--- src/rtl/imem_ctrl_pkg.sv ---
// Shared definitions for the instruction- and data-memory controllers:
// controller state encoding and the default memory latency.
package imem_ctrl_pkg;

  typedef enum logic [1:0] {
    IMC_IDLE  = 2'd0,
    IMC_WAIT  = 2'd1,
    IMC_READY = 2'd2
  } imc_state_e;

  localparam int IMC_LATENCY = 5;

endpackage

--- src/rtl/lat_counter.sv ---
// Loadable down-counter with a zero flag; saturates at zero so it never wraps
// while a caller keeps decrement asserted.
module lat_counter #(
  parameter int W = 4
) (
  input  logic         clock,
  input  logic         resetn,
  input  logic         load,
  input  logic [W-1:0] load_val,
  input  logic         dec,
  output logic [W-1:0] count,
  output logic         zero
);

  always_ff @(posedge clock or negedge resetn) begin
    if (!resetn) begin
      count <= '0;
    end else if (load) begin
      count <= load_val;
    end else if (dec && (count != '0)) begin
      count <= count - W'(1);
    end
  end

  assign zero = (count == '0);

endmodule

--- src/rtl/imem_ctrl.sv ---
// Instruction-memory controller: latches an icache miss, waits a fixed latency,
// then returns the ROM word with a one-cycle m_ready pulse. m_abort cancels a waiting request.
module imem_ctrl
  import imem_ctrl_pkg::*;
#(
  parameter int LATENCY = IMC_LATENCY,
  parameter int ROM_AW  = 6,
  parameter int CNT_W   = 4
) (
  input  logic              clock,
  input  logic              resetn,
  input  logic              m_strobe,
  input  logic [31:0]       m_a,
  input  logic              m_abort,
  output logic [ROM_AW-1:0] rom_addr,
  input  logic [31:0]       rom_data,
  output logic [31:0]       m_dout,
  output logic              m_ready,
  output logic              m_err,
  output logic              busy,
  output logic [15:0]       req_count,
  output imc_state_e        state
);

  localparam logic [CNT_W-1:0] LOAD_VAL = CNT_W'(LATENCY - 1);

  // Handshake: m_strobe is a level request held until m_ready; it is sampled
  // only in IDLE with m_abort low. m_ready is a single-cycle pulse and m_dout
  // is valid only while it is high.

  logic [31:0]      addr_q;
  logic [CNT_W-1:0] cnt;
  logic             cnt_zero;
  logic             accept;
  logic             oor;
  logic             unused_ok;

  assign accept = (state == IMC_IDLE) && m_strobe && !m_abort;
  assign oor    = (addr_q[31:ROM_AW+2] != '0);

  // Loaded with LATENCY-1 on acceptance; the edge that sees zero raises m_ready,
  // giving exactly LATENCY edges from acceptance to the pulse.
  lat_counter #(
    .W (CNT_W)
  ) u_lat (
    .clock    (clock),
    .resetn   (resetn),
    .load     (accept),
    .load_val (LOAD_VAL),
    .dec      (state == IMC_WAIT),
    .count    (cnt),
    .zero     (cnt_zero)
  );

  always_ff @(posedge clock or negedge resetn) begin
    if (!resetn) begin
      state     <= IMC_IDLE;
      addr_q    <= '0;
      m_dout    <= '0;
      m_ready   <= 1'b0;
      m_err     <= 1'b0;
      req_count <= '0;
    end else begin
      case (state)
        IMC_IDLE: begin
          if (accept) begin
            addr_q <= m_a;
            state  <= IMC_WAIT;
          end
        end
        IMC_WAIT: begin
          if (m_abort) begin
            state <= IMC_IDLE;
          end else if (cnt_zero) begin
            m_dout  <= oor ? 32'd0 : rom_data;
            m_ready <= 1'b1;
            m_err   <= oor;
            state   <= IMC_READY;
          end
        end
        IMC_READY: begin
          // Data already went out; an abort here cannot retract it.
          m_ready   <= 1'b0;
          m_err     <= 1'b0;
          req_count <= req_count + 16'd1;
          state     <= IMC_IDLE;
        end
        default: begin
          state <= IMC_IDLE;
        end
      endcase
    end
  end

  assign rom_addr  = addr_q[ROM_AW+1:2];
  assign busy      = (state != IMC_IDLE);
  assign unused_ok = ^{addr_q[1:0], cnt};

endmodule
--- config.mk ---
export PLATFORM = sky130hd
export DESIGN_NAME = imem_ctrl
export DESIGN_NICKNAME = d
export VERILOG_FILES = /design/src/rtl/imem_ctrl_pkg.sv /design/src/rtl/lat_counter.sv /design/src/rtl/imem_ctrl.sv
export SDC_FILE = /design/constraint.sdc
export NUM_CORES = 1
export LEC_CHECK = 0
export ABC_AREA = 1
export BUFFER_PORTS_ARGS = -buffer_cell sky130_fd_sc_hd__buf_2
export CAP_MARGIN = 10
export CORE_MARGIN = 2
export CORE_UTILIZATION = 40
export DETAILED_ROUTE_END_ITERATION = 10
export GPL_TIMING_DRIVEN = 0
export HOLD_SLACK_MARGIN = 0.08
export PLACE_DENSITY_LB_ADDON = 0.25
export SKIP_CTS_REPAIR_TIMING = 1
export SYNTH_ARGS = -nofsm -noshare
export SYNTH_HDL_FRONTEND = slang
export SYNTH_SLANG_ARGS = --single-unit
--- constraint.sdc ---
create_clock -name clock -period 2.5 [get_ports clock]
set_input_delay 0 -clock clock [delete_from_list [all_inputs] [get_ports clock]]
set_output_delay 0 -clock clock [all_outputs]
set_load 0.01 [all_outputs]
Word level (Yosys, flattened, before mapping):

Index checks and enable logic that the tools add are counted.

* register bits: 88
* word-level logic and storage cells: 44

* add/sub/neg operators: 2
* eq/ne operators: 6
* mux-type cells: 13
* bitwise gates (word level): 1
* reductions and logical operators: 15

Operator list (count)
* 32-bit two-way mux: 1
* 24-bit nonzero test: 1
* 16-bit by 1-bit adder with 16-bit output (second input constant): 1
* 4-bit two-way mux: 2
* 2-bit two-way mux: 3
* 2-bit != test (second input constant): 3
* 3-bit AND reduction: 2
* 2-bit nonzero test: 3
* 4-bit zero test: 1
* 1-bit two-way mux: 4
* 1-bit one-hot mux with 2 select lines: 2
* 2-bit one-hot mux with 2 select lines: 1
* 2-bit AND reduction: 2
* 4-bit nonzero test: 1
* 4-bit by 1-bit subtractor with 4-bit output (second input constant): 1
* 1-bit logical AND: 3
* 3-bit != test (second input constant): 1
* 2-bit by 1-bit == test with 1-bit output (second input constant): 1
* 2-bit == test (second input constant): 1
* 2-bit zero test: 1
* 1-bit zero test: 1
* 1-bit NOT: 1

Logic depth before layout (Yosys ltp):

* depth in word-level cells: 5
* gate-level depth with buffers: 8
* mapped depth without buffers: 8

By module:

A second synthesis with hierarchy kept.

* cell total of the unflattened synthesis: 528
* area total of the unflattened synthesis: 4144.0 um^2

By module, submodules not included
* imem_ctrl: instances 1, cells an instance 482, area each 3848.7 um^2, sequential area each 2052.0 um^2
* lat_counter: instances 1, cells an instance 46, area each 295.3 um^2, sequential area each 100.1 um^2

Worst setup path after synthesis:

No wires, ideal clock.

* path kind: flip-flop to flip-flop
* start point: register u_lat.count[0]
* end point: register m_dout[10]
* library setup time: 131 ps
* data arrival time: 1417 ps
* required time: 2369 ps
* setup slack: 952 ps
* stages on the path, launching flop included: 9
* path through: dfrtp_1 inv_1 ha_1 nand3_1 nor3_4 inv_2 buf_6 nand2_1 o21ai_0

* word-level cells in the longest chain between the ends: 2

RTL lines
* from (decl): RTL line lat_counter.sv:11 `output logic [W-1:0] count,`
* from (signal assigned): RTL line lat_counter.sv:19 `count <= load_val;`
* from (signal assigned): RTL line lat_counter.sv:21 `count <= count - W'(1);`
* 4-bit zero test: RTL line lat_counter.sv:25 `assign zero = (count == '0);`
* 3-bit AND reduction (no source line)
* to (signal assigned): RTL line imem_ctrl.sv:75 `m_dout <= oor ? 32'd0 : rom_data;`
* to (decl): RTL line imem_ctrl.sv:17 `output logic [31:0] m_dout,`

Every way passes these cells.
A chain may end at the register's enable or synchronous reset.

Final worst setup path:

* start point: register u_lat.count[0]
* end point: register m_dout[26]

Same word-level chain as after synthesis.

==> impl_results.md <==
* Core ar. at around 9100 um^2
* Via/cell ratio at 4.59
* Crit-path max cell delay at 0.58 ns
* # clock sinks at 86
* Multi-input combinational cell area at between 1000 and 1500 um^2
* ANT cells at 0
* Yosys top cell area share at roughly three fifths
* Worst path bufs/invs at 2
* DP Wirelength at 5960 um
* First-pass GRT wire length at 13500 um
* Setup violators final at 0
* Critical path class: reg -> reg
* Die Width at roughly 100 um
* Synth Cell Area at ~3700 um^2
* Final ANT Viol Nets at 0
* Initial antenna violation count at 0
* Largest net degree at the start of global routing at 53
* Max Fclk at between 400 and 500 MHz
* Final Skew at 0.0138 ns
* Vias at 3440
* Die Y at 100 um
* Period minus WS final at between 2 and 2.5 ns
* Nets at roughly 700
* Yosys warning count at 0
* Crit path capture type: register
* Deepest clock path buffer count at 2
* Initial Utilization at 40.5%
* CTS HTree Levels at 3
* CP Cell Sequence: inv_1 > ha_1 > nand3_1 > nor3_4 > nand2_1 > dlygate4sd3_1 > o21ai_0
* Worst Tran Pin Value at approximately 0.47 ns
* Wire per inst at between 10 and 15 um
* Post-synthesis sequential area ratio at approximately 58%
* Worst min path class: in -> async
* Fin crit share at 85.9%
* Pre-antenna DRT Iters at 4
* Max-Cap Viols at 0
* Final hold viol count at 0
* Biggest area consumer among synthesized cells: dfrtp_1
* P_leak at 0.00286 uW
* Synthesized Nets at 501
* Final GP Congestion at a little under 0.8
* CP max FO at 8
* PwrDens at a little over 800 nW/um^2
* Port Buf Inserts at 124
* 1st-iter DRT viols at between 100 and 150
* Root buf cell: clkbuf_8
* Outcome: complete, no violations
* RSZ-0062 raised after global routing: false
* Final max-slew violation count at 0
* FF-to-FF setup slack at 0.35 ns
* Final wirelength at 9170 um
* CTS tree: done
* Vias in the first global route at around 3000
* # IOs at around 130
* Die area at 10000 um^2
* Crit path launch type: register
* Share of layout cells above drive strength 1 at 24.9%
* Fillers at 835
* CP required at 2.75 ns
* Slew margin rel. at approximately two thirds
* Grt total ovfl at 0
* Distinct cells, synth at 22
* CTS Buf Count at 9
* Site row count at 35
* Final TNS setup at 0 ns
* Peak VDD IR at 0.359 mV
* Seq cells post-synth at 86
* Syn Area/Cell at between 8 and 9 um^2
* Register cell area after layout at 2150 um^2
* Hold Slack at roughly 0.14 ns
* Worst-Skew Late Latency at 0.34 ns
* Mapped Cells at 431
* CP top delay family: buffers and inverters
* DRC errors left at 0
* CTS clk-pin slew, worst paths at 0.09 ns
* GR Util All Layers at 16.8%
* Critical Path AT at 2.40 ns
* Slowest CP cell: dlygate4sd3_1
* Synth-to-layout area growth at 45.4%
* Area contributors post-synth: dfrtp_1, nand2_1, o21ai_0, nor2_1, inv_1
==> power breakdown <==
part / total (uW) / switching, uW / internal (uW)
logic: 1280 / 695 / 584
registers: 2020 / 220 / 1800
clock network: 1060 / 489 / 566
==> registers in the layout, summed over array words and instances (netlist names) <==
name         count
m_dout          32
u_lat.count      4
req_count       16
m_ready          1
addr_q          30
state            2
m_err            1
==> worst paths after layout <==
path	from	endpoint	cells after the start
worst max-delay path	u_lat.count[0]	m_dout[26]	7
min in group clock	m_strobe	addr_q[31]	4
max in group asynchronous	resetn	req_count[1]	3
worst min register to register	addr_q[23]	addr_q[23]	2
worst max register to register	u_lat.count[0]	m_dout[26]	7
worst min-delay path	resetn	m_dout[5]	2
==> placed cells by master, fill, tap and decap left out, drive strengths merged, types with 10 or more instances in the layout <==
master / count
inv: 27
nor2: 29
nand3: 10
dfrtp: 86
clkbuf: 17
buf: 140
nand2: 198
dlygate4sd3: 67
o21ai: 36
==> synth_stat cells <==
cell	instances
nand3b_1	1
ha_1	2
xor2_1	5
inv_1	24
nand2_1	198
o22ai_1	1
clkbuf_1	6
dfrtp_1	86
inv_2	2
nor3_4	1
nor2_2	2
a31oi_1	1
buf_6	6
xnor2_1	5
nand4_1	5
nand3_1	10
buf_2	3
o21ai_0	31
nor2_1	27
o21ai_1	5
buf_4	6
nor3_1	4
==> logic make-up after synthesis <==
kind of cell,synth area share (%)
flops,58.4
compound gates,5.23
buf+inv,6.72
fa+ha+maj,0.679
xor+xnor,2.38
simple gates,26.6
==> stage by stage <==
stage | util (%) | worst slack, ns | area, um^2 | std cells | power [uW]
3_5_place_dp | 49.1 | 0.695 | 4480 | 667 | 3240
3_3_place_gp | 48.8 | 0.666 | 4450 | 666 | 3180
2_1_floorplan | - | 0.952 | 3690 | 431 | 2730
6_report | 58.8 | 0.353 | 5360 | 750 | 4350
4_1_cts | 51.5 | 0.695 | 4690 | 683 | 4310
5_1_grt | 58.8 | 0.195 | 5360 | 750 | 4670
==> area by class of cell <==
class / count / area share [%]
Clock inverter: 5 / 1.52
Clock buffer: 11 / 2.45
Timing Repair Buffer: 192 / 24.6
Multi-Input combinational cell: 298 / 24.0
Buffer: 21 / 2.80
Tap cell: 111 / 2.59
Sequential cell: 86 / 40.1
Inverter: 26 / 1.82
==> layer usage <==
layer / up-vias / global-route usage [%] / part of all wire [%]
met3: 12 / 3.27 / 4.6
met1: 1600 / 22.6 / 44
li1: 1738 / - / -
met4: 0 / 5.48 / 1.4
met2: 90 / 27.3 / 50
met5: - / 0 / 0
Note: power is estimated with default switching activity, not from simulation.
